===== src/rtl/thumb_prefetch_buffer.sv =====
// Thumb instruction prefetch: word fetches from program ROM into a halfword queue,
// reassembling 16/32-bit instructions (including word-straddling ones) for decode.
module thumb_prefetch_buffer #(
    parameter int ADDR_W   = 16,
    parameter int DEPTH_HW = 4
) (
    input  logic              clk,
    input  logic              rst,
    input  logic              flush,
    input  logic [ADDR_W-1:0] flush_pc,
    output logic              rom_req,
    output logic [ADDR_W-3:0] rom_addr,
    input  logic              rom_valid,
    input  logic [31:0]       rom_rdata,
    output logic              inst_valid,
    input  logic              inst_ready,
    output logic [31:0]       inst,
    output logic              inst_is32,
    output logic [ADDR_W-1:0] inst_pc
);

    localparam int PTR_W = $clog2(DEPTH_HW);
    localparam int CNT_W = $clog2(DEPTH_HW + 1);

    logic [15:0]       queue [DEPTH_HW];
    logic [PTR_W-1:0]  rd_ptr, wr_ptr, rd_ptr1, wr_ptr1;
    logic [CNT_W-1:0]  count;
    logic              pending, drop, skip_lo, run;
    logic [ADDR_W-3:0] fetch_word;
    logic [ADDR_W-1:0] head_pc;

    logic [15:0]       head_lo, head_hi;
    logic              head_is32, transfer, accept;
    logic [1:0]        enq_n, deq_n;
    logic [CNT_W+1:0]  occupancy;

    function automatic logic [PTR_W-1:0] ptr_add(input logic [PTR_W-1:0] p, input logic [1:0] n);
        logic [PTR_W:0] s;
        s = {1'b0, p} + (PTR_W+1)'(n);
        if (s >= (PTR_W+1)'(DEPTH_HW))
            s = s - (PTR_W+1)'(DEPTH_HW);
        return s[PTR_W-1:0];
    endfunction

    always_comb begin
        rd_ptr1   = ptr_add(rd_ptr, 2'd1);
        wr_ptr1   = ptr_add(wr_ptr, 2'd1);
        head_lo   = queue[rd_ptr];
        head_hi   = queue[rd_ptr1];
        head_is32 = (head_lo[15:13] == 3'b111) && (head_lo[12:11] != 2'b00);

        inst_valid = head_is32 ? (count >= CNT_W'(2)) : (count >= CNT_W'(1));
        inst       = head_is32 ? {head_lo, head_hi} : {head_lo, 16'h0000};
        inst_is32  = head_is32;
        inst_pc    = head_pc;
        rom_addr   = fetch_word;

        // Space check reserves room for the in-flight word and ignores any same-cycle dequeue.
        occupancy = (CNT_W+2)'(count) + (pending ? (CNT_W+2)'(4) : (CNT_W+2)'(2));
        rom_req   = run && !flush && (occupancy <= (CNT_W+2)'(DEPTH_HW));

        accept   = rom_valid && pending && !drop;
        enq_n    = accept ? (skip_lo ? 2'd1 : 2'd2) : 2'd0;
        transfer = inst_valid && inst_ready;
        deq_n    = transfer ? (head_is32 ? 2'd2 : 2'd1) : 2'd0;
    end

    always_ff @(posedge clk or negedge rst) begin
        if (!rst) begin
            for (int i = 0; i < DEPTH_HW; i++)
                queue[i] <= '0;
            rd_ptr     <= '0;
            wr_ptr     <= '0;
            count      <= '0;
            pending    <= 1'b0;
            drop       <= 1'b0;
            skip_lo    <= 1'b0;
            run        <= 1'b0;
            fetch_word <= '0;
            head_pc    <= '0;
        end else if (flush) begin
            rd_ptr     <= '0;
            wr_ptr     <= '0;
            count      <= '0;
            pending    <= 1'b0;
            // A return landing in the flush cycle itself is already discarded here.
            drop       <= pending && !rom_valid;
            skip_lo    <= flush_pc[1];
            run        <= 1'b1;
            fetch_word <= flush_pc[ADDR_W-1:2];
            head_pc    <= flush_pc & ~ADDR_W'(1);
        end else begin
            run     <= 1'b1;
            pending <= rom_req || (pending && !rom_valid);
            if (rom_req)
                fetch_word <= fetch_word + 1'b1;
            if (rom_valid && pending) begin
                if (drop) begin
                    drop <= 1'b0;
                end else if (skip_lo) begin
                    queue[wr_ptr] <= rom_rdata[31:16];
                    skip_lo       <= 1'b0;
                end else begin
                    queue[wr_ptr]  <= rom_rdata[15:0];
                    queue[wr_ptr1] <= rom_rdata[31:16];
                end
            end
            wr_ptr <= ptr_add(wr_ptr, enq_n);
            rd_ptr <= ptr_add(rd_ptr, deq_n);
            count  <= count + CNT_W'(enq_n) - CNT_W'(deq_n);
            if (transfer)
                head_pc <= head_pc + (head_is32 ? ADDR_W'(4) : ADDR_W'(2));
        end
    end

endmodule


===== config.mk =====
export PLATFORM = sky130hd
export DESIGN_NAME = thumb_prefetch_buffer
export DESIGN_NICKNAME = d
export VERILOG_FILES = /design/src/rtl/thumb_prefetch_buffer.sv
export SDC_FILE = /design/constraint.sdc
export NUM_CORES = 1
export LEC_CHECK = 0
export ABC_AREA = 1
export BUFFER_PORTS_ARGS = -buffer_cell sky130_fd_sc_hd__buf_2
export CAP_MARGIN = 40
export CORE_ASPECT_RATIO = 0.8
export CORE_MARGIN = 5
export CORE_UTILIZATION = 58
export DETAILED_ROUTE_END_ITERATION = 7
export PLACE_DENSITY = 0.82
export SLEW_MARGIN = 0
export SYNTH_ARGS = -nofsm -noshare
export SYNTH_HDL_FRONTEND = slang
export SYNTH_SLANG_ARGS = --single-unit

===== constraint.sdc =====
create_clock -name clk -period 3 [get_ports clk]
set_input_delay 0.15 -clock clk [delete_from_list [all_inputs] [get_ports clk]]
set_output_delay 0.15 -clock clk [all_outputs]
set_load 0.05 [all_outputs]

-- Word-level counts from Yosys, hierarchy flattened
Index checks and enable logic that the tools add are counted.
- register bits after elaboration: 105
- output and inout port bits: 65
- word-level logic and storage cells: 105
- add/subtract/negate cells: 13
- order comparisons: 13
- equal/unequal tests: 2
- multiplexer cells: 39
- bitwise logic cells: 6
- reductions and logical operators: 19
- operator list (cell ; number):
    bitwise mux 64 bit ; 3
    2-to-1 mux 16 bit ; 9
    binary-select mux 16 bit (select 2 bit) ; 2
    demux 16 bit (select 2 bit) ; 2
    2-to-1 mux 64 bit ; 1
    2-to-1 mux 14 bit ; 2
    >= comparator 3 bit (second input constant) ; 8
    2-to-1 mux 2 bit ; 10
    adder 16 x 3 -> 16 bit ; 1
    adder 14 x 1 -> 14 bit (second input constant) ; 1
    inverter 2 -> 3 bit ; 4
    logical AND 1 bit ; 9
    2-to-1 mux 3 bit ; 3
    nonzero test 2 bit ; 4
    subtractor 2 x 1 -> 2 bit (second input constant) ; 4
    2-to-1 mux 1 bit ; 7
    adder 2 x 1 -> 3 bit (second input constant) ; 2
    adder 2 x 2 -> 3 bit ; 2
    less-than comparator 3 x 1 -> 1 bit (second input constant) ; 2
    adder 3 x 3 -> 4 bit ; 1
    less-or-equal comparator 4 x 3 -> 1 bit (second input constant) ; 1
    adder 3 x 2 -> 3 bit ; 1
    equality test 3 bit (second input constant) ; 1
    >= comparator 3 x 1 -> 1 bit (second input constant) ; 1
    8 further kinds ; 11

-- Logic depth before layout (Yosys ltp)
- word-level depth: 13
- gate-level depth with buffers: 20
- gate-level depth less buffers: 18

-- Worst setup path before layout
OpenSTA, ideal clock, no wires.
- path kind: register to register
- start: reg rd_ptr[0]
- end: reg count[2]
- library setup time: 0.132 ns
- arrival time: 3.559 ns
- required time: 2.868 ns
- setup slack: -0.691 ns
- cell stages (with the launch flop): 14
- path buffers: 2
- path through: dfrtp_1 -> inv_2 -> buf_6 -> a21oi_1 -> nor2_1 -> nand3_2 -> buf_2 -> inv_1 -> nand3_1 -> fa_1 -> inv_1 -> fa_1 -> xor2_1 -> nor2_1
- longest elaborated chain between the ends: 11
- elaborated cells between the ends (all ways): 13
- classes of those cells: add/sub (1); eq/ne (1); mux (7); bitwise (1); reduce/logical (3)
- RTL lines (what ; line ; text):
    from (decl) ; 26 ; logic [PTR_W-1:0] rd_ptr, wr_ptr, rd_ptr1, wr_ptr1;
    from (signal assigned) ; 109 ; rd_ptr <= ptr_add(rd_ptr, deq_n);
    inverter 2 -> 3 bit (implied by the code) * ; 48 ; head_lo = queue[rd_ptr];
    binary-select mux 16 bit (select 2 bit) * ; 48 ;
    2-to-1 mux 16 bit (implied by the code) * (2 in a row) ; 48 ;
    net inst[31] ; 17 ; output logic [31:0] inst,
    equality test 3 bit * ; 50 ; head_is32 = (head_lo[15:13] == 3'b111) && (head_lo[12:11] != 2'b00);
    logical AND 1 bit * ; 50 ;
    net inst_is32 ; 18 ; output logic inst_is32,
    2-to-1 mux 1 bit ; 52 ; inst_valid = head_is32 ? (count >= CNT_W'(2)) : (count >= CNT_W'(1));
    logical AND 1 bit ; 64 ; transfer = inst_valid && inst_ready;
    2-to-1 mux 2 bit * ; 65 ; deq_n = transfer ? (head_is32 ? 2'd2 : 2'd1) : 2'd0;
    subtractor 3 x 2 -> 3 bit * ; 110 ; count <= count + CNT_W'(enq_n) - CNT_W'(deq_n);
    2-to-1 mux 3 bit * ; 81 ; end else if (flush) begin
    to (signal assigned) ; 110 ;
    to (decl) ; 27 ; logic [CNT_W-1:0] count;
The timed path passes the listed nets; every way through them passes the cells marked *. The select of a mux whose other input is x is not followed.
A chain may end at the register's enable or synchronous reset.

-- Worst setup path in the final report
- start: reg rd_ptr[0]
- end: reg count[2]
- longest elaborated chain between the ends: 11
- elaborated cells between the ends (all ways): 13
- classes of those cells: add/sub (1); eq/ne (1); mux (7); bitwise (1); reduce/logical (3)
- RTL lines (what ; line):
    inverter 2 -> 3 bit (implied by the code) * ; 48
    binary-select mux 16 bit (select 2 bit) * ; 48
    2-to-1 mux 16 bit (implied by the code) * (2 in a row) ; 48
    equality test 3 bit or nonzero test 2 bit (tied branches) ; 50
    logical AND 1 bit * ; 50
    2-to-1 mux 1 bit ; 52
    logical AND 1 bit ; 64
    2-to-1 mux 2 bit * ; 65
    subtractor 3 x 2 -> 3 bit * ; 110
    2-to-1 mux 3 bit * ; 81
Mark *: on every way between the ends. The rest lies on a longest branch, timed or not. The select of a mux whose other input is x is not followed.

==> flow_summary.toml <==
[worst_setup_path]
worst_path_max_delay_cell = "fa_1"
cp.arrival_ns = 3.07
crit_type = "reg2reg"
reg2reg_setup_slack_ns = 0.16
rr_startpoint = "rd_ptr[0]$_DFF_PN0_"
reg2regPathDepth = 14
worstPathBufferInverterCount = 4
required_ns = 3.23
crit_family = "adder cells"
critPathLaunchType = "flop"
cp_max_fo = 19
reg2reg_to = "count[2]$_DFF_PN0_"
critPathMaxStageDelay_ns = 0.51
critical_path_depth = 14
cp_cell_sequence = "buf_12 > nand2_1 > nand3_1 > nand2_1 > nor2_1 > nand3_2 > clkinvlp_4 > buf_4 > nand3_2 > fa_1 > inv_1 > fa_1 > xor2_1 > nor2_1"
endpoint_kind = "flop"

[synthesis]
synth_seq_cells = 104
netlist.area_leader.share = 0.3583
yosys_warnings = 0
syn-num-nets = 1164
syn_avg_cell_area_sq_um = 6.622
synth_edf_count = 0
ys_seq_area_frac = 0.3583
synthTopCellsByArea = "dfrtp_1 36%, nand2_1 17%, nand3_1 11%, o21ai_0 7.8%, inv_1 4.7%"
synth-main-ff-cell = "dfrtp_1"
synth_cell_types = 37
yosysTopAreaCell = "dfrtp_1"
synthArstFlopShare = 1.000
synth.most_common_cell = "nand2_1"
synth_commonest_cells = "337 x nand2_1, 154 x nand3_1, 113 x o21ai_0"
syn_inst = 1097
syn-cell-area_sq_mm = 0.007264

[timing]
setup-violations-final = 0
clock_skew_ns = 0.01011
slew_viol_final = 0
fin_crit_sh = 0.9472
tightest_slew_ns = 0.7481
final_hold_viol_count = 0
fin_hold_ws_ns = 0.02783
post-route-min-period_ns = 2.842
relSlewSlack = 0.4950
max_clock_freq_ghz = 0.3519

[cts]
clockBufferDepth = 2
clk_pin_slew_ns = 0.07
cts_tree = "done"
cts.sinks = 104
cts_made_buffers = 9
cts_root_buf = "clkbuf_16"
clkLatencyLatePin_ns = 0.35
h-tree-depth = 3

[routing]
drt_iter0_drc = 1226
dr.pass1.iters = 6
routed_wl_mm = 23.91
vias = 8190
via_per_inst = 5.956
detail_route.wl_per_cell_um = 17.39
drc = 0
postRouteAntennaNets = 0

[placed_design]
gp_congestion = 0.9334
dp_hpwl_mm = 17.09
placed_cells = 1353
io_buffer_count = 115

[final_layout]
syn_to_final_growth_pct = 16.52
multi_input_area_sq_mm = 0.004030
regArea_sq_mm = 0.002605
layout.nets = 1265
final_cells = 1375
fill_cells = 1059
layout-drive-gt1-share = 0.1687

[die]
ios = 118
die_h_um = 110.1
die_w_um = 135.1
start_util = 0.5951
die_area_sq_mm = 0.01488
rows = 36
core_area_sq_mm = 0.01221

[run_status]
status = "complete, no violations"

[pwr]
powerDensity_mw_per_mm2 = 907.7
power_mw = 7.683
ir_drop_mv = 0.4739
p_leak_nw = 4.225

[min_path]
whs_endpoint = "rom_addr[9]$_DFFE_PN0P_"
min_path_cells = 3
hold_class = "in2reg"
hp-start = "flush_pc[11]"

[job]
cap_viol_max_count = 0

[grt]
grt_overflow_total = 0
antenna_found_initial = 0
grt_pass1_vias = 7185
grt_pass1_wl_mm = 37.78
grt_max_degree = 66
track_usage = 0.3218
layout by cell type (no fill, tap or decap), types with 3 or more instances in the layout:
cell type   count
a21oi_1        27
a31oi_1        15
buf_2         114
buf_4          43
clkbuf_16       9
clkinv_1        3
clkinvlp_4      3
dfrtp_1       102
fa_1            4
ha_1            9
inv_1          88
nand2_1       336
nand3_1       153
nand4_1         7
nor2_1         74
nor2_2          4
nor3_1          5
o211ai_1        6
o21ai_0       112
o21ai_2         6
o22ai_1        28
xnor2_1         6
xor2_1         11
cells by family (layout without fill, tap and decap cells):
family	count (synthesis)	after routing	share of synthesized area
xor gates and xnor gates	17	17	0.02050
and+or+nand+nor	589	589	0.3403
AOI/OAI and AO/OA	206	206	0.1585
adders and majority gates	14	14	0.02825
buffers and inverters	165	271	0.09318
DFF	104	104	0.3583
other	2	3	0.001034
sequential cells by signal, summed over array words and instances, names as in the netlist:
register / cells
queue: 64
inst_pc: 15
rom_addr: 14
count: 3
rd_ptr: 2
wr_ptr: 2
drop: 1
pending: 1
run: 1
skip_lo: 1
final cells by class:
class                           count  share of cell area
Antenna cell                        1           0.0002956
Clock buffer                       12             0.02912
Clock inverter                      4            0.006061
Inverter                           95             0.04390
Multi-Input combinational cell    828              0.4761
Sequential cell                   104              0.3078
Tap cell                          171             0.02528
Timing Repair Buffer              160              0.1115
metal layers:
metal | global-route usage | vias to the layer above | part of all wire
li1 | - | 3808 | -
met1 | 0.4823 | 3808 | 0.43
met2 | 0.4382 | 531 | 0.41
met3 | 0.1134 | 43 | 0.15
met4 | 0.08489 | 0 | 0.017
met5 | 0 | - | 0
through the flow:
stage | cell area, sq um | TNS, ns | util | setup WS, ns
2_1_floorplan | 7291 | 0 | - | 0.01751
3_3_place_gp | 8080 | 0 | 0.6620 | 0.2484
3_5_place_dp | 8080 | 0 | 0.6620 | 0.1760
4_1_cts | 8388 | 0 | 0.6872 | 0.09629
5_1_grt | 8462 | -0.006198 | 0.6932 | -0.006198
6_report | 8464 | 0 | 0.6934 | 0.1585
power breakdown:
part	leakage [nW]	switching (mW)	internal (mW)	total, mW
Sequential	1.18	0.403	1.78	2.18
Combinational	2.90	3.13	1.16	4.29
Clock	0.143	0.542	0.673	1.22
Total	4.23	4.07	3.61	7.68
how the worst max path moves through the flow:
stage / start / end / slack [ns]
floorplan: rd_ptr[0]$_DFF_PN0_ / count[2]$_DFF_PN0_ / 0.02
global placement: rd_ptr[0]$_DFF_PN0_ / count[2]$_DFF_PN0_ / 0.25
detailed placement: rd_ptr[0]$_DFF_PN0_ / inst_pc[15]$_DFFE_PN0N_ / 0.18
CTS: rd_ptr[0]$_DFF_PN0_ / inst_pc[15]$_DFFE_PN0N_ / 0.1
global route: rd_ptr[0]$_DFF_PN0_ / count[2]$_DFF_PN0_ / -0.006
finish: rd_ptr[0]$_DFF_PN0_ / count[2]$_DFF_PN0_ / 0.16
worst register-to-register path: stages, from the launching register on:
cell and delay, ns:
dfrtp_2 0.46, buf_12 0.17, nand2_1 0.06, nand3_1 0.08
nand2_1 0.07, nor2_1 0.12, nand3_2 0.19, clkinvlp_4 0.19
buf_4 0.13, nand3_2 0.06, fa_1 0.51, inv_1 0.05
fa_1 0.43, xor2_1 0.14, nor2_1 0.06
repair_timing:
action,4_1_cts,5_1_grt
buffers inserted,0,4
endpoints found under the setup margin,0,10
endpoints found under the hold margin,55,0
gates resized for setup,0,16
hold buffers,1,0
No activity file was read; power rests on OpenSTA's default activity.
